--- config.mk ---
export PLATFORM = sky130hd
export DESIGN_NAME = muldiv_unit_flat
export DESIGN_NICKNAME = d
export VERILOG_FILES = /design/src/rtl/muldiv_unit_if.sv /design/src/rtl/muldiv_unit.sv /design/src/flat_wrapper.sv
export SDC_FILE = /design/constraint.sdc
export NUM_CORES = 1
export LEC_CHECK = 0
export BUFFER_PORTS_ARGS = -buffer_cell sky130_fd_sc_hd__buf_2
export CORE_ASPECT_RATIO = 1.75
export CORE_MARGIN = 2
export CORE_UTILIZATION = 61
export CTS_CLUSTER_SIZE = 24
export DETAILED_ROUTE_END_ITERATION = 10
export PLACE_DENSITY = 0.78
export SYNTH_ARGS = -nofsm -noshare
export SYNTH_HDL_FRONTEND = slang
export SYNTH_SLANG_ARGS = --single-unit
--- constraint.sdc ---
create_clock -name clk -period 6.91 [get_ports clk]
set_clock_uncertainty 0.2 [all_clocks]
set_input_delay 0 -clock clk [delete_from_list [all_inputs] [get_ports clk]]
set_output_delay 0 -clock clk [all_outputs]
set_load 0.05 [all_outputs]
--- src/rtl/muldiv_unit_if.sv ---
// Handshake and HI/LO bus between the pipeline and the iterative multiply/divide unit.
interface muldiv_unit_if #(
  parameter int unsigned XLEN = 32
);
  logic            start;
  logic [1:0]      op;
  logic [XLEN-1:0] src_a;
  logic [XLEN-1:0] src_b;
  logic            hold;
  logic            hi_we;
  logic            lo_we;
  logic [XLEN-1:0] wdata;
  logic            busy;
  logic            done;
  logic [XLEN-1:0] hi;
  logic [XLEN-1:0] lo;
  logic            div_by_zero;

  modport master (
    output start, op, src_a, src_b, hold, hi_we, lo_we, wdata,
    input  busy, done, hi, lo, div_by_zero
  );

  modport slave (
    input  start, op, src_a, src_b, hold, hi_we, lo_we, wdata,
    output busy, done, hi, lo, div_by_zero
  );
endinterface

--- src/rtl/muldiv_unit.sv ---
// Iterative 32-bit MULT/MULTU/DIV/DIVU unit: sign-magnitude prep, 32 shift-add or
// restoring-divide steps, sign fix-up, result into architectural HI/LO.
module muldiv_unit #(
  parameter int unsigned XLEN = 32
) (
  input  logic          clk,
  input  logic          rst,
  muldiv_unit_if.slave  bus
);

  localparam int unsigned CW = $clog2(XLEN);
  localparam logic [CW-1:0] LAST = CW'(XLEN - 1);

  typedef enum logic [2:0] {
    S_IDLE,
    S_PREP,
    S_RUN,
    S_FIX,
    S_DONE
  } state_e;

  state_e            state_q, state_d;
  logic [1:0]        op_q, op_d;
  logic [XLEN-1:0]   opa_q, opa_d;
  logic [XLEN-1:0]   opb_q, opb_d;
  logic [XLEN-1:0]   dvs_q, dvs_d;
  logic [2*XLEN-1:0] acc_q, acc_d;
  logic [CW-1:0]     cnt_q, cnt_d;
  logic              sa_q, sa_d;
  logic              sb_q, sb_d;
  logic [XLEN-1:0]   hi_q, hi_d;
  logic [XLEN-1:0]   lo_q, lo_d;
  logic              busy_q, busy_d;
  logic              done_q, done_d;
  logic              dbz_q, dbz_d;

  logic              is_div;
  logic              is_signed;
  logic [XLEN-1:0]   mag_a;
  logic [XLEN-1:0]   mag_b;
  logic [XLEN:0]     mul_sum;
  logic [2*XLEN-1:0] mul_next;
  logic [XLEN:0]     div_hi;
  logic [XLEN:0]     div_diff;
  logic              div_ge;
  logic [2*XLEN-1:0] div_next;

  assign is_div    = op_q[1];
  assign is_signed = ~op_q[0];
  assign mag_a     = (is_signed && opa_q[XLEN-1]) ? -opa_q : opa_q;
  assign mag_b     = (is_signed && opb_q[XLEN-1]) ? -opb_q : opb_q;

  // Multiply: acc = {partial product, remaining multiplier bits}; add then shift right.
  assign mul_sum  = {1'b0, acc_q[2*XLEN-1:XLEN]} + (acc_q[0] ? {1'b0, dvs_q} : '0);
  assign mul_next = {mul_sum, acc_q[XLEN-1:1]};

  // Divide: acc = {remainder, dividend/quotient}; shift left, trial subtract, restore.
  assign div_hi   = acc_q[2*XLEN-1:XLEN-1];
  assign div_diff = div_hi - {1'b0, dvs_q};
  assign div_ge   = ~div_diff[XLEN];
  assign div_next = {(div_ge ? div_diff[XLEN-1:0] : div_hi[XLEN-1:0]),
                     acc_q[XLEN-2:0], div_ge};

  always_ff @(posedge clk) begin
    if (rst) begin
      state_q <= S_IDLE;
      op_q    <= '0;
      opa_q   <= '0;
      opb_q   <= '0;
      dvs_q   <= '0;
      acc_q   <= '0;
      cnt_q   <= '0;
      sa_q    <= 1'b0;
      sb_q    <= 1'b0;
      hi_q    <= '0;
      lo_q    <= '0;
      busy_q  <= 1'b0;
      done_q  <= 1'b0;
      dbz_q   <= 1'b0;
    end else begin
      state_q <= state_d;
      op_q    <= op_d;
      opa_q   <= opa_d;
      opb_q   <= opb_d;
      dvs_q   <= dvs_d;
      acc_q   <= acc_d;
      cnt_q   <= cnt_d;
      sa_q    <= sa_d;
      sb_q    <= sb_d;
      hi_q    <= hi_d;
      lo_q    <= lo_d;
      busy_q  <= busy_d;
      done_q  <= done_d;
      dbz_q   <= dbz_d;
    end
  end

  always_comb begin
    state_d = state_q;
    op_d    = op_q;
    opa_d   = opa_q;
    opb_d   = opb_q;
    dvs_d   = dvs_q;
    acc_d   = acc_q;
    cnt_d   = cnt_q;
    sa_d    = sa_q;
    sb_d    = sb_q;
    hi_d    = hi_q;
    lo_d    = lo_q;
    busy_d  = busy_q;
    done_d  = done_q;
    dbz_d   = dbz_q;

    if (!bus.hold) begin
      if (!busy_q) begin
        if (bus.hi_we) hi_d = bus.wdata;
        if (bus.lo_we) lo_d = bus.wdata;
      end

      unique case (state_q)
        S_IDLE: begin
          if (bus.start) begin
            op_d    = bus.op;
            opa_d   = bus.src_a;
            opb_d   = bus.src_b;
            dbz_d   = 1'b0;
            state_d = S_PREP;
          end
        end
        S_PREP: begin
          sa_d  = is_signed & opa_q[XLEN-1];
          sb_d  = is_signed & opb_q[XLEN-1];
          cnt_d = '0;
          if (is_div) begin
            dvs_d = mag_b;
            acc_d = {{XLEN{1'b0}}, mag_a};
          end else begin
            dvs_d = mag_a;
            acc_d = {{XLEN{1'b0}}, mag_b};
          end
          state_d = S_RUN;
        end
        S_RUN: begin
          acc_d = is_div ? div_next : mul_next;
          cnt_d = cnt_q + 1'b1;
          if (cnt_q == LAST) state_d = S_FIX;
        end
        S_FIX: begin
          if (is_div) begin
            // Zero divisor bypasses the datapath result: all-ones quotient, raw dividend.
            if (opb_q == '0) begin
              lo_d  = '1;
              hi_d  = opa_q;
              dbz_d = 1'b1;
            end else begin
              lo_d = (sa_q ^ sb_q) ? -acc_q[XLEN-1:0] : acc_q[XLEN-1:0];
              hi_d = sa_q ? -acc_q[2*XLEN-1:XLEN] : acc_q[2*XLEN-1:XLEN];
            end
          end else begin
            {hi_d, lo_d} = (sa_q ^ sb_q) ? -acc_q : acc_q;
          end
          state_d = S_DONE;
        end
        S_DONE: state_d = S_IDLE;
        default: state_d = S_IDLE;
      endcase

      busy_d = (state_d == S_PREP) || (state_d == S_RUN) || (state_d == S_FIX);
      done_d = (state_d == S_DONE);
    end
  end

  assign bus.busy        = busy_q;
  assign bus.done        = done_q;
  assign bus.hi          = hi_q;
  assign bus.lo          = lo_q;
  assign bus.div_by_zero = dbz_q;

endmodule

--- src/flat_wrapper.sv ---
// flat-port wrapper written by rule: the top's interface ports become plain ports
module muldiv_unit_flat 
#(
  parameter int unsigned XLEN = 32
)
  (clk, rst, bus_start, bus_op, bus_src_a, bus_src_b, bus_hold, bus_hi_we, bus_lo_we, bus_wdata, bus_busy, bus_done, bus_hi, bus_lo, bus_div_by_zero);
  muldiv_unit_if #(.XLEN(XLEN)) bus_i ();
  input  logic clk;
  input  logic rst;
  input wire logic [$bits(bus_i.start)-1:0] bus_start;
  input wire logic [$bits(bus_i.op)-1:0] bus_op;
  input wire logic [$bits(bus_i.src_a)-1:0] bus_src_a;
  input wire logic [$bits(bus_i.src_b)-1:0] bus_src_b;
  input wire logic [$bits(bus_i.hold)-1:0] bus_hold;
  input wire logic [$bits(bus_i.hi_we)-1:0] bus_hi_we;
  input wire logic [$bits(bus_i.lo_we)-1:0] bus_lo_we;
  input wire logic [$bits(bus_i.wdata)-1:0] bus_wdata;
  output wire logic [$bits(bus_i.busy)-1:0] bus_busy;
  output wire logic [$bits(bus_i.done)-1:0] bus_done;
  output wire logic [$bits(bus_i.hi)-1:0] bus_hi;
  output wire logic [$bits(bus_i.lo)-1:0] bus_lo;
  output wire logic [$bits(bus_i.div_by_zero)-1:0] bus_div_by_zero;
  assign bus_i.start = bus_start;
  assign bus_i.op = bus_op;
  assign bus_i.src_a = bus_src_a;
  assign bus_i.src_b = bus_src_b;
  assign bus_i.hold = bus_hold;
  assign bus_i.hi_we = bus_hi_we;
  assign bus_i.lo_we = bus_lo_we;
  assign bus_i.wdata = bus_wdata;
  assign bus_busy = bus_i.busy;
  assign bus_done = bus_i.done;
  assign bus_hi = bus_i.hi;
  assign bus_lo = bus_i.lo;
  assign bus_div_by_zero = bus_i.div_by_zero;
  muldiv_unit #(.XLEN(XLEN)) u_core (.clk(clk), .rst(rst), .bus(bus_i));
endmodule
==> results_dict.tcl <==
set metrics [dict create \
    power.leakage_nw 8.66 \
    cts_max_path_buffers 3 \
    r2r_end "u_core.acc_q[0]$_SDFFE_PP0P_" \
    finalCritPeriodShare_pct 72.2 \
    tightest_slew_ns 1.34 \
    synth-warning-count 0 \
    hold_depth 6 \
    grt_pass1_vias 20136 \
    drive_above_1_share_pct 11.4 \
    die_w_um 134 \
    whs_endpoint "u_core.bus.hi[11]$_SDFFE_PP0P_" \
    grt_pass1_wl_mm 115 \
    max_stage_delay_ns 0.66 \
    fmax_ghz 0.200 \
    async_flop_share_pct 0 \
    final_util_pct 72.2 \
    fin_nets 2832 \
    drt_wl_total_mm 77.4 \
    cts_tree "yes" \
    path_clk_slew_ns 0.07 \
    clock-sinks 239 \
    synth_flop_cell "dfxtp_1" \
    syn-cell-area_um2 18100 \
    syn_to_final_growth_pct 17.1 \
    arrival_ns 5.24 \
    root_buffer "clkbuf_16" \
    die_y_um 232 \
    numCtsBuffers 24 \
    fin_tns_setup_ns 0 \
    drv_cap 0 \
    drt_first_iter_violations 2128 \
    reg2reg_depth 14 \
    overflow 0 \
    start_util_pct 61.6 \
    ys_ff_latch 239 \
    gp_congestion 1.06 \
    postSynthNetCount 2657 \
    avgSynthCellArea_um2 7.28 \
    ir_drop_uv 266 \
    min_path_type "input port to register" \
    htreeDepth 1 \
    io_buffer_count 170 \
    total_power_mw 3.99 \
    route.detailed.drc 0 \
    firstDrtPassIters 6 \
    via_count 20752 \
    dpl.hpwl_mm 52.1 \
    antenna_left 0 \
    crit_path_start_kind "register" \
    end_kind "register" \
    r2r_setup_slack_ns 1.92 \
    setup_viol 0 \
    drv_slew 0 \
    nFillCells 2331 \
    vias_per_cell 6.79 \
    rows 83 \
    syn_inst 2481 \
    required_ns 7.16 \
    path_class "register to register" \
    ys_types 99 \
    cp_cell_sequence "inv_1 > ha_1 > fa_1 > nand2b_1 > a21oi_1 > o41a_1 > a21oi_1 > nor2_1 > a21oi_2 > xnor2_2 > buf_4 > and2_1 > nand2_1 > a31oi_1" \
    status "completed" \
    crit_buf_inv 2 \
    place_inst 2855 \
    ioPinCount 171 \
    worstReg2RegStart "u_core.acc_q[31]$_SDFFE_PP0P_" \
    antenna_found_initial 5 \
    grt_max_degree 82 \
    clock_latency_ns 0.55 \
    crit_family "simple AND/OR/NAND/NOR gates" \
    worstHoldStart "bus_hi_we" \
    path_max_fanout 40 \
    routedWlPerCell_um 25.3 \
    period_minus_slack_ns 4.99 \
    synth_edf_count 0 \
    slew_headroom_pct 9.84 \
    cts_resized 0 \
    hold_slack_ns 0.0325 \
    rsz0062_at_grt "false" \
    hold_viol 0 \
    grt_usage_pct 48.4 \
    core-area_um2 29300 \
    stdcell_count 3057 \
    ys_seq_area_share_pct 26.5 \
    timing.critical_path.mode_cell "a21oi_1" \
    cp_slowest_cell "nor2_1" \
    power_density_nw_per_um2 189 \
    die_area_um2 31000 \
]
cells in the final DEF (no fill, tap or decap), types with 21 or more instances in the layout:
cell,netlist,routed
xor2_1,82,81
a21o_1,32,32
xnor2_1,112,111
clkbuf_16,0,25
o211ai_1,55,55
a211oi_1,51,51
buf_2,20,169
nor2_1,265,263
nor3_1,48,47
dlygate4sd3_1,0,157
ha_1,70,70
mux2i_1,51,51
nand2b_1,21,21
nand2_1,360,360
inv_1,67,67
buf_4,2,24
o21ai_0,121,121
dfxtp_1,239,238
o221ai_1,29,29
a31oi_1,47,47
o31ai_1,21,21
a21oi_1,298,297
nand3_1,36,35
per-stage QoR:
stage | instance area, um^2 | setup slack [ns]
finish | 21100 | 1.92
global route | 21100 | 1.75
CTS | 21100 | 2.18
detailed placement | 18800 | 2.18
global placement | 18800 | 2.32
floorplan | 18100 | 3.51
cells in the mapped netlist (48+ instances only):
| cell | count | area, um^2 |
|---|---|---|
| clkbuf_1 | 163 | 612 |
| xor2_1 | 82 | 718 |
| nor2_1 | 265 | 995 |
| xnor2_1 | 112 | 981 |
| mux2i_1 | 51 | 510 |
| o211ai_1 | 55 | 413 |
| nand2_1 | 360 | 1350 |
| nor3_1 | 48 | 240 |
| inv_1 | 67 | 251 |
| o21ai_0 | 121 | 606 |
| dfxtp_1 | 239 | 4780 |
| ha_1 | 70 | 876 |
| a211oi_1 | 51 | 383 |
| a21oi_1 | 298 | 1490 |
where the power goes:
| group | internal [mW] | switching (mW) |
|---|---|---|
| clock network | 0.722 | 0.617 |
| logic | 0.389 | 0.743 |
| registers | 1.43 | 0.0877 |
| total | 2.54 | 1.45 |
metal layers:
| metal | GRT usage, % | vias to the layer above | share of wire, % |
|---|---|---|---|
| met5 | 0 | - | 0.050 |
| met4 | 46.8 | 6 | 12 |
| met3 | 11.9 | 491 | 9.7 |
| met2 | 79.8 | 1353 | 46 |
| met1 | 49.3 | 9730 | 32 |
| li1 | - | 9172 | - |
tightest hold or removal path: stages:
cell	delay, ns
buf_2	0.10
nand2b_1	0.10
a21oi_2	0.09
buf_4	0.26
nor2_1	0.13
nor3_1	0.05
worst max-delay path by stage:
stage	start	to	slack, ns	cells past startpoint
floorplan	u_core.acc_q[0]$_SDFFE_PP0P_	u_core.acc_q[62]$_SDFFE_PP0P_	3.51	16
global placement	u_core.acc_q[0]$_SDFFE_PP0P_	u_core.acc_q[61]$_SDFFE_PP0P_	2.32	14
detailed placement	u_core.acc_q[0]$_SDFFE_PP0P_	u_core.acc_q[61]$_SDFFE_PP0P_	2.18	13
CTS	u_core.acc_q[0]$_SDFFE_PP0P_	u_core.acc_q[61]$_SDFFE_PP0P_	2.18	14
global route	u_core.acc_q[31]$_SDFFE_PP0P_	u_core.acc_q[0]$_SDFFE_PP0P_	1.75	14
finish	u_core.acc_q[31]$_SDFFE_PP0P_	u_core.acc_q[0]$_SDFFE_PP0P_	1.92	14
layout make-up:
class	count	area, um^2	area share (%)
Antenna cell	2	5.00	0.0237
Clock buffer	35	713	3.37
Clock inverter	8	60.1	0.284
Inverter	69	259	1.23
Multi-Input combinational cell	1971	12200	57.8
Sequential cell	239	4790	22.7
Tap cell	382	478	2.26
Timing Repair Buffer	351	2610	12.3
kinds of logic after synthesis:
| group | share of synthesized area, % |
|---|---|
| AOI/OAI and AO/OA | 27.7 |
| xor gates and xnor gates | 9.41 |
| adders and majority gates | 5.07 |
| buffers and inverters | 6.02 |
| DFF | 26.5 |
| muxes | 3.08 |
| and+or+nand+nor | 22.2 |
flip-flops by register name (all words and copies together), names as in the netlist:
register,count
u_core.bus.lo,32
u_core.sa_q,1
u_core.opa_q,32
u_core.opb_q,32
u_core.bus.busy,1
u_core.sb_q,1
u_core.bus.div_by_zero,1
u_core.bus.done,1
u_core.bus.hi,32
u_core.state_q,3
u_core.op_q,2
u_core.dvs_q,32
u_core.acc_q,64
u_core.cnt_q,5
what timing repair did:
| item | 4_1_cts | 5_1_grt |
|---|---|---|
| setup buffers | 0 | 0 |
| hold buffers | 157 | 0 |
| hold endpoints to repair | 151 | 0 |
No activity file was read; power rests on OpenSTA's default activity.
